### config.mk
export PLATFORM = sky130hd
export DESIGN_NAME = cache_ctrl
export DESIGN_NICKNAME = d
export VERILOG_FILES = /design/src/rtl/cache_ctrl.sv
export SDC_FILE = /design/constraint.sdc
export NUM_CORES = 1
export LEC_CHECK = 0
export ABC_CLOCK_PERIOD_IN_PS = 3200
export CORE_MARGIN = 8
export CORE_UTILIZATION = 50
export DETAILED_ROUTE_END_ITERATION = 10
export PLACE_DENSITY_LB_ADDON = 0.15
export RECOVER_POWER = 25
export SLEW_MARGIN = 20
export SYNTH_ARGS = -nofsm -noshare
export SYNTH_HDL_FRONTEND = slang
export SYNTH_SLANG_ARGS = --single-unit
### constraint.sdc
create_clock -name clk -period 3.2 [get_ports clk]
set_input_delay 0.32 -clock clk [delete_from_list [all_inputs] [get_ports clk]]
set_output_delay 0.32 -clock clk [all_outputs]
set_load 0.01 [all_outputs]
### src/rtl/cache_ctrl.sv
`default_nettype none
// ============================================================================
//  Module   : cache_ctrl
//  Brief    : Direct-mapped, write-through, no-write-allocate byte cache
//             sitting between a CPU request port and a single-cycle RAM.
//  Revision : 1.0
// ============================================================================

module cache_ctrl #(
  parameter int ADDR_W   = 11,
  parameter int DATA_W   = 8,
  parameter int INDEX_W  = 4,
  parameter int OFFSET_W = 2
) (
  input  logic              clk,
  input  logic              reset,
  input  logic              cpu_req,
  input  logic              cpu_wr,
  input  logic [ADDR_W-1:0] cpu_addr,
  input  logic [DATA_W-1:0] cpu_din,
  output logic [DATA_W-1:0] cpu_dout,
  output logic              cpu_ready,
  output logic [ADDR_W-1:0] mem_addr,
  output logic [DATA_W-1:0] mem_din,
  output logic              mem_wr,
  input  logic [DATA_W-1:0] mem_dout,
  output logic [15:0]       hit_count,
  output logic [15:0]       miss_count
);

  localparam int c_TAG_W = ADDR_W - INDEX_W - OFFSET_W;
  localparam int c_LINES = 1 << INDEX_W;
  localparam int c_BYTES = 1 << (INDEX_W + OFFSET_W);

  typedef enum logic [2:0] {
    ST_IDLE   = 3'd0,
    ST_LOOKUP = 3'd1,
    ST_REFILL = 3'd2,
    ST_WRITE  = 3'd3,
    ST_RESP   = 3'd4
  } state_t;

  state_t r_state;
  state_t w_next;

  logic                r_req_wr;
  logic [ADDR_W-1:0]   r_req_addr;
  logic [DATA_W-1:0]   r_req_din;
  logic [OFFSET_W-1:0] r_cnt;
  logic                r_wr_hit;
  logic [c_LINES-1:0]  r_valid;
  logic [c_TAG_W-1:0]  r_tag  [c_LINES];
  logic [DATA_W-1:0]   r_data [c_BYTES];
  logic [DATA_W-1:0]   r_dout;
  logic [15:0]         r_hit_cnt;
  logic [15:0]         r_miss_cnt;

  logic [c_TAG_W-1:0]  w_req_tag;
  logic [INDEX_W-1:0]  w_req_idx;
  logic [OFFSET_W-1:0] w_req_off;
  logic                w_hit;
  logic                w_last;

  assign w_req_tag = r_req_addr[ADDR_W-1 -: c_TAG_W];
  assign w_req_idx = r_req_addr[OFFSET_W +: INDEX_W];
  assign w_req_off = r_req_addr[OFFSET_W-1:0];
  assign w_hit     = r_valid[w_req_idx] && (r_tag[w_req_idx] == w_req_tag);
  assign w_last    = (r_cnt == {OFFSET_W{1'b1}});

  always_ff @(posedge clk) begin
    if (reset) begin
      r_state <= ST_IDLE;
    end else begin
      r_state <= w_next;
    end
  end

  always_comb begin
    w_next    = r_state;
    cpu_ready = 1'b0;
    mem_wr    = 1'b0;
    mem_addr  = '0;
    mem_din   = '0;
    case (r_state)
      ST_IDLE: begin
        if (cpu_req) w_next = ST_LOOKUP;
      end
      ST_LOOKUP: begin
        if (r_req_wr)   w_next = ST_WRITE;
        else if (w_hit) w_next = ST_RESP;
        else            w_next = ST_REFILL;
      end
      ST_REFILL: begin
        // Whole line fetched from offset 0, never crossing the line boundary.
        mem_addr = {w_req_tag, w_req_idx, r_cnt};
        if (w_last) w_next = ST_RESP;
      end
      ST_WRITE: begin
        mem_addr = r_req_addr;
        mem_din  = r_req_din;
        mem_wr   = 1'b1;
        w_next   = ST_RESP;
      end
      ST_RESP: begin
        cpu_ready = 1'b1;
        w_next    = ST_IDLE;
      end
      default: w_next = ST_IDLE;
    endcase
  end

  always_ff @(posedge clk) begin
    if (reset) begin
      r_req_wr   <= 1'b0;
      r_req_addr <= '0;
      r_req_din  <= '0;
      r_cnt      <= '0;
      r_wr_hit   <= 1'b0;
      r_valid    <= '0;
      r_dout     <= '0;
      r_hit_cnt  <= '0;
      r_miss_cnt <= '0;
    end else begin
      case (r_state)
        ST_IDLE: begin
          if (cpu_req) begin
            r_req_wr   <= cpu_wr;
            r_req_addr <= cpu_addr;
            r_req_din  <= cpu_din;
          end
        end
        ST_LOOKUP: begin
          r_wr_hit <= w_hit;
          r_cnt    <= '0;
          if (w_hit) begin
            if (r_hit_cnt != 16'hFFFF) r_hit_cnt <= r_hit_cnt + 16'd1;
          end else begin
            if (r_miss_cnt != 16'hFFFF) r_miss_cnt <= r_miss_cnt + 16'd1;
          end
          if (!r_req_wr && w_hit) r_dout <= r_data[{w_req_idx, w_req_off}];
        end
        ST_REFILL: begin
          if (r_cnt == w_req_off) r_dout <= mem_dout;
          r_cnt <= r_cnt + OFFSET_W'(1);
          if (w_last) r_valid[w_req_idx] <= 1'b1;
        end
        default: ;
      endcase
    end
  end

  // Tag and data storage is intentionally left uninitialised; valid bits gate it.
  always_ff @(posedge clk) begin
    if (r_state == ST_REFILL) begin
      r_data[{w_req_idx, r_cnt}] <= mem_dout;
      if (w_last) r_tag[w_req_idx] <= w_req_tag;
    end else if (r_state == ST_WRITE && r_wr_hit) begin
      r_data[{w_req_idx, w_req_off}] <= r_req_din;
    end
  end

  assign cpu_dout   = r_dout;
  assign hit_count  = r_hit_cnt;
  assign miss_count = r_miss_cnt;

endmodule

`default_nettype wire

==> results.txt, run 1 <==
Status -> completed
Worst Path Max Fanout -> 11
Pleak -> 10.34 nW
CP Cell Sequence -> buf_12 > mux4_2 > mux4_2 > xor2_1 > a31oi_2 > o211ai_4 > buf_4 > o31ai_4 > buf_4 > o221ai_1 > a21oi_1
Global route overflow -> 0
Final hold violations -> 0
Syn. warnings -> 0
Hold Buf Count CTS -> 0
Fmax -> 0.3348 GHz
Seq cells post-synth -> 680
Vias in the first global route -> 14850
Max_cap viols -> 0
Starting Density -> 50.31%
CTS Sinks -> 680
Height of the die -> 248.0 um
Row cnt -> 85
# nets final -> 1807
Top-area cell type share of the netlist area -> 66.05%
Global-route wire length before repair -> 96140 um
Synth cell types -> 59
Wire length per cell -> 25.73 um
Largest cells by area after synthesis -> edfxtp_1 (66%), mux4_2 (13%), dfxtp_1 (6.5%)
Clock period minus worst slack -> 2.987 ns
DRT antenna net count -> 0
FFs w/ async S/R, synth -> 0%
Setup TNS -> 0 ns
Max incr delay on CP -> 0.50 ns
Worst setup path class -> flop to flop
Worst path required time -> 3.73 ns
Clock Skews -> 0.02211 ns
Core Footprint -> 0.05350 sq mm
R2R depth -> 11
Crit path depth -> 11
CTS tree -> built
Clk root buf -> clkbuf_16
Setup violators final -> 0
Critical path's slowest cell -> mux4_2
Hold Crit Class -> input port to flop
Syn Inst Count -> 1534
Gpl congestion -> 0.8274
Slew margin rel. -> 14.38%
Number of synthesized flops with an enable pin -> 592
Slew Viols, Final -> 0
Post-DP HPWL -> 42090 um
Post-synth top cells -> edfxtp_1 (592), mux4_2 (151), nor2_1 (148)
Most frequent cell after synthesis -> edfxtp_1
CP arrival -> 3.52 ns
Synth Flop Type -> edfxtp_1
Final Non-Filler Cells -> 2520
DRC -> 0
Sequential area share after synthesis -> 72.59%
Largest buffer count on any clock path -> 3
DP Area -> 0.02965 sq mm
Unrepaired setup endpoints after global routing -> false
Final WL -> 64830 um
Clock latency on the worst-skew pair -> 0.61 ns
Total Routing Usage GR -> 21.29%
Total CTS buffers -> 70
Top-Level Pins -> 92
Post-Route Utilization -> 59.56%
Pin count of the biggest net entering global routing -> 65
Startpoint Class -> flop
Syn nets -> 1568
Fin crit share -> 93.33%
Peak supply drop -> 0.0005070 V
Share of cells above drive strength 1 -> 23.08%
PwrDens -> 593.0 mW/mm^2
Die area -> 0.06151 sq mm
Initial drt markers -> 1332
Area leader, netlist -> edfxtp_1
DR pass1 iterations -> 5
Cell count after placement -> 2390
CP Capture Type -> flop
Die width -> 248.0 um
Layout area overhead -> 18.37%
Syn_area_per_cell -> 17.55 sq um
WHS Path Cells -> 3
Crit path buffers/inverters -> 3
Post-layout instance area -> 0.03186 sq mm
Synthesized area -> 0.02692 sq mm
Delay-heaviest family, CP -> multiplexers
Via count -> 14890
Clock slew at reported path FFs -> 0.06 ns
CTS H-tree depth -> 3
Antenna diodes -> 0
Port bufs -> 91
Via density -> 5.909
Slew @ Worst Pin -> 1.284 ns
Initial antenna violation count -> 1
==> cells in the final DEF, fill, tap and decap left out, types with 11 or more instances in the layout <==
cell / netlist / routed
edfxtp_1: 592 / 592
buf_12: 0 / 11
mux4_2: 151 / 151
dlygate4sd3_1: 0 / 45
a21oi_1: 54 / 54
clkbuf_16: 0 / 75
dfxtp_1: 88 / 84
nand3_1: 27 / 27
nand2_1: 74 / 74
clkbuf_1: 59 / 30
o22ai_1: 16 / 16
mux2_2: 12 / 11
inv_1: 11 / 11
buf_4: 0 / 125
clkdlybuf4s50_1: 0 / 45
nand2b_1: 23 / 23
mux2i_1: 24 / 24
nor2_1: 148 / 147
a221oi_1: 16 / 16
clkinv_1: 1 / 17
and2_1: 19 / 19
a22o_1: 16 / 16
a22oi_1: 11 / 11
and3_1: 19 / 19
nor2b_1: 19 / 19
==> worst paths after layout <==
kind | endpoint | startpoint | slack [ns]
max | cpu_dout[1] | flop | 0.21
min | r_req_din[0] | cpu_din[0] | 0.27
max reg2reg | cpu_dout[1] | flop | 0.21
min reg2reg | r_valid[7] | r_valid[7] | 0.46
==> layer usage <==
| metal | share of wire, % | global-route usage, % | vias to the layer above |
|---|---|---|---|
| li1 | - | - | 6600 |
| met2 | 46 | 32.58 | 564 |
| met4 | 2.7 | 6.653 | 0 |
| met3 | 8.4 | 5.650 | 111 |
| met5 | 0 | 0 | - |
| met1 | 43 | 29.86 | 7616 |
==> state kept, by name, summed over array words and instances (netlist names), named ones only <==
register,count
r_req_addr,11
hit_count,16
miss_count,16
r_req_din,8
r_req_wr,1
r_valid,16
r_tag,80
r_state,3
r_cnt,2
r_data,512
r_wr_hit,1
cpu_dout,8
==> cell families after synthesis <==
group	count (synthesis)	synth area share, %
flops	680	72.59
simple gates	379	6.754
mux	192	14.24
compound gates	172	4.472
buf+inv	98	1.478
xor+xnor	10	0.3254
fa+ha+maj	3	0.1395
==> metrics by stage <==
step                      setup slack (ns)  hold slack, ns  total power [mW]
after floorplan                     0.1595          0.4348             10.69
after global placement              0.1047          0.4445             11.28
after detailed placement           0.05062          0.4566             11.30
after CTS                          0.03841          0.2447             19.04
after global routing               0.02533          0.2570             19.47
final                               0.2133          0.2702             18.89
==> worst reg2reg max path: stages (launching register included) <==
cell      delay (ns)
dfxtp_2         0.35
buf_12          0.14
mux4_2          0.50
mux4_2          0.48
xor2_1          0.16
a31oi_2         0.20
o211ai_4        0.17
buf_4           0.21
o31ai_4         0.24
buf_4           0.21
o221ai_1        0.11
a21oi_1         0.15
==> cell type report <==
type                       instances  area (sq um)
fill                            3913         21640
clock buffer                      90          1973
timing repair buffer             251          2170
sequential                       680         19550
tap                              696         870.8
multi-input combinational        756          7019
clock inverter                    33         225.2
inverter                          14         52.55
==> power breakdown <==
part / leakage [nW] / internal [mW] / switching [mW]
combinational: 3.23 / 0.565 / 0.796
clock: 1.07 / 4.51 / 3.26
sequential: 6.04 / 9.69 / 0.0758
==> what timing repair did <==
item | 4_1_cts | 5_1_grt
gates resized for setup | 0 | 9
endpoints found under the setup margin | 0 | 28
buffers inserted | 0 | 6
Power figures use the tool's default switching activity.
==> inputs of run 2 (changes only) <==
--- a/config.mk
+++ b/config.mk
@@ -6,8 +6,10 @@
 export NUM_CORES = 1
 export LEC_CHECK = 0
 export ABC_CLOCK_PERIOD_IN_PS = 3200
+export CAP_MARGIN = 20
 export CORE_MARGIN = 8
 export CORE_UTILIZATION = 50
+export CTS_CLUSTER_SIZE = 12
 export DETAILED_ROUTE_END_ITERATION = 10
 export PLACE_DENSITY_LB_ADDON = 0.15
 export RECOVER_POWER = 25
==> run 2 against run 1 <==
  * Utilization fell by 0.23 points
  * Sequential share of layout area up 0.23 points
  * Clock-buffer cell count increased by 9
  * First-iteration DRC count increased by 8.8%
  * Global-route usage barely moved
  * Clock power down 3.2%
  * Final area is 0.38% lower
  * Clock skew up 0.0032 ns
  * Register-to-register slack worse by 0.13 ns
  * Fmax is 4.3% lower
  * Critical path type unchanged
==> results.txt, run 2 (synthesis results as in run 1) <==
Most Frequent Cell on Critical Path -> buf_4
Delay-heaviest family, CP -> compound AO/OA/AOI/OAI gates (was multiplexers)
Max_cap viols -> 0 (unchanged)
Hold Buf Count CTS -> 0 (unchanged)
Initial antenna violation count -> 1 (unchanged)
Height of the die -> 248.0 um (unchanged)
Worst Path Max Fanout -> 22 (was 11)
Sw Ratio -> 21.90% (was 21.87%)
Vias in the first global route -> 14890 (was 14850)
Port bufs -> 91 (unchanged)
CTS Sinks -> 680 (unchanged)
Largest buffer count on any clock path -> 3 (unchanged)
Unrepaired setup endpoints after global routing -> true (was false)
Crit path buffers/inverters -> 3 (unchanged)
Starting Density -> 50.31% (unchanged)
Core Footprint -> 0.05350 sq mm (unchanged)
Reg with most FFs -> r_data (unchanged)
Antenna diodes -> 0 (unchanged)
Slew @ Worst Pin -> 1.314 ns (was 1.284 ns)
Layout area overhead -> 17.92% (was 18.37%)
Pleak -> 10.27 nW (was 10.34 nW)
Worst path required time -> 3.71 ns (was 3.73 ns)
CTS tree -> built (unchanged)
Slew Viols, Final -> 0 (unchanged)
Die area -> 0.06151 sq mm (unchanged)
Startpoint Class -> flop (unchanged)
Clock latency on the worst-skew pair -> 0.61 ns (about the same)
Worst setup path class -> flop to flop (unchanged)
PwrDens -> 587.4 mW/mm^2 (was 593.0 mW/mm^2)
Final WL -> 65050 um (was 64830 um)
Final Non-Filler Cells -> 2513 (was 2520)
Clock slew at reported path FFs -> 0.06 ns (about the same)
Global route overflow -> 0 (unchanged)
Post-layout instance area -> 0.03174 sq mm (was 0.03186 sq mm)
Wire length per cell -> 25.88 um (was 25.73 um)
Global-route wire length before repair -> 96320 um (was 96140 um)
Setup violators final -> 0 (unchanged)
Via count -> 14980 (was 14890)
Clock period minus worst slack -> 3.120 ns (was 2.987 ns)
Post-DP HPWL -> 42090 um (unchanged)
Slew margin rel. -> 12.41% (was 14.38%)
Initial drt markers -> 1449 (was 1332)
Commonest non-fill, non-tap cells in the layout -> edfxtp_1 (592), mux4_2 (151), nor2_1 (147) (unchanged)
DR pass1 iterations -> 6 (was 5)
Peak supply drop -> 0.0005090 V (was 0.0005070 V)
Cell count after placement -> 2390 (unchanged)
Critical path's slowest cell -> mux4_2 (unchanged)
Total CTS buffers -> 71 (was 70)
Most common cell after layout, fill and taps aside -> edfxtp_1 (unchanged)
Gpl congestion -> 0.8274 (unchanged)
Via density -> 5.959 (was 5.909)
Row cnt -> 85 (unchanged)
DRC -> 0 (unchanged)
Fin crit share -> 97.51% (was 93.33%)
CP Cell Sequence -> buf_12 > buf_4 > mux4_2 > and4_1 > a2111oi_2 > a31oi_2 > o211ai_4 > o21ai_1 > buf_4 > or4_1 > a21oi_1 (was buf_12 > mux4_2 > mux4_2 > xor2_1 > a31oi_2 > o211ai_4 > buf_4 > o31ai_4 > buf_4 > o221ai_1 > a21oi_1)
CP Capture Type -> flop (unchanged)
Pint -> 14.56 mW (was 14.76 mW)
Max incr delay on CP -> 0.50 ns (about the same)
Setup TNS -> 0 ns (unchanged)
Final worst slack -> 0.07971 ns (was 0.2133 ns)
Pin count of the biggest net entering global routing -> 65 (unchanged)
Share of cells above drive strength 1 -> 22.45% (was 23.08%)
Logic pwr share -> 7.3% (was 7.2%)
Clock Skews -> 0.02528 ns (was 0.02211 ns)
DRT antenna net count -> 0 (unchanged)
Hold Crit Class -> input port to flop (unchanged)
Total Routing Usage GR -> 21.32% (was 21.29%)
Clock Power Share -> 40.3% (was 41.1%)
Die width -> 248.0 um (unchanged)
DP Area -> 0.02965 sq mm (unchanged)
Final hold violations -> 0 (unchanged)
Sequential share of power -> 52.4% (was 51.7%)
WHS -> 0.2668 ns (was 0.2702 ns)
CTS H-tree depth -> 3 (unchanged)
Top-Level Pins -> 92 (unchanged)
Biggest regs -> r_data (512), r_tag (80) (unchanged)
CP arrival -> 3.63 ns (was 3.52 ns)
# nets final -> 1808 (was 1807)
Switching Power -> 4.083 mW (was 4.131 mW)
Pre-CTS setup slack -> 0.05062 ns (unchanged)
Max reg flops -> 512 (unchanged)
Status -> completed (unchanged)
Clk root buf -> clkbuf_16 (unchanged)
Fmax -> 0.3205 GHz (was 0.3348 GHz)
run 2: changes by cell type in the layout (fill, tap and decap cells not counted), moves of 2 or more:
cell,before,now
bufinv_16,2,0
clkinv_2,10,5
clkinv_1,17,11
buf_4,125,122
clkbuf_8,4,2
clkbuf_1,30,42
clkbuf_4,1,4
buf_2,4,2
clkinvlp_4,3,0
run 2: timing repair:
action / 4_1_cts / 5_1_grt
resized for setup: 0 / 6
setup buffers: 0 / 6
setup endpoints to repair: 0 / 28
run 2: per-layer routing:
| layer | routed length (um) | vias up | track usage, % |
|---|---|---|---|
| met5 | 0 | - | 0 |
| met4 | 1744 | 0 | 6.618 |
| met3 | 5683 | 103 | 5.585 |
| met2 | 29700 | 589 | 32.55 |
| met1 | 27920 | 7685 | 30.04 |
| li1 | - | 6599 | - |
run 2: final timing paths:
path / cells past startpoint / slack [ns] / endpoint / startpoint
worst max-delay path: 11 / 0.08 / miss_count[15] / flop
worst min-delay path: 3 / 0.27 / r_req_din[0] / cpu_din[0]
worst max register to register: 11 / 0.08 / miss_count[15] / flop
worst min register to register: 2 / 0.46 / r_valid[11] / r_valid[11]
run 2: stage by stage:
step                      power [mW]  utilization, %
after floorplan                10.69               -
after global placement         11.28           55.42
after detailed placement       11.30           55.42
after CTS                      18.77           59.31
after global routing           19.21           59.33
final                          18.64           59.33
run 2: cell type report:
cell class	instances	area, sq um
fillers	3926	21760
clock inverters	17	95.09
flip-flops and latches	680	19550
repair buffers	251	2168
multi-input cells	756	7017
clock buffers	99	1987
well taps	696	870.8
inverters	14	52.55
run 2: worst reg2reg max path: stages, from the launching register on:
cell and delay, ns:
dfxtp_1 0.37, buf_12 0.15, buf_4 0.12, mux4_2 0.50
and4_1 0.23, a2111oi_2 0.36, a31oi_2 0.17, o211ai_4 0.18
o21ai_1 0.12, buf_4 0.21, or4_1 0.48, a21oi_1 0.15
run 2: power groups by stage:
stage          clock network, mW  logic [mW]  registers (mW)
2_1_floorplan                  0       0.775            9.92
3_3_place_gp                   0        1.33            9.95
3_5_place_dp                   0        1.35            9.95
4_1_cts                     7.66        1.35            9.76
5_1_grt                     8.00        1.44            9.77
6_report                    7.52        1.36            9.77
==> inputs of run 3 (changes only) <==
--- a/config.mk
+++ b/config.mk
@@ -5,12 +5,14 @@
 export SDC_FILE = /design/constraint.sdc
 export NUM_CORES = 1
 export LEC_CHECK = 0
+export ABC_AREA = 0
 export ABC_CLOCK_PERIOD_IN_PS = 3200
 export CAP_MARGIN = 20
 export CORE_MARGIN = 8
 export CORE_UTILIZATION = 50
 export CTS_CLUSTER_SIZE = 12
 export DETAILED_ROUTE_END_ITERATION = 10
+export GPL_ROUTABILITY_DRIVEN = 0
 export PLACE_DENSITY_LB_ADDON = 0.15
 export RECOVER_POWER = 25
 export SLEW_MARGIN = 20
==> results of run 3 <==
Same layout as run 2: the final DEF is identical, and so are final timing and power.
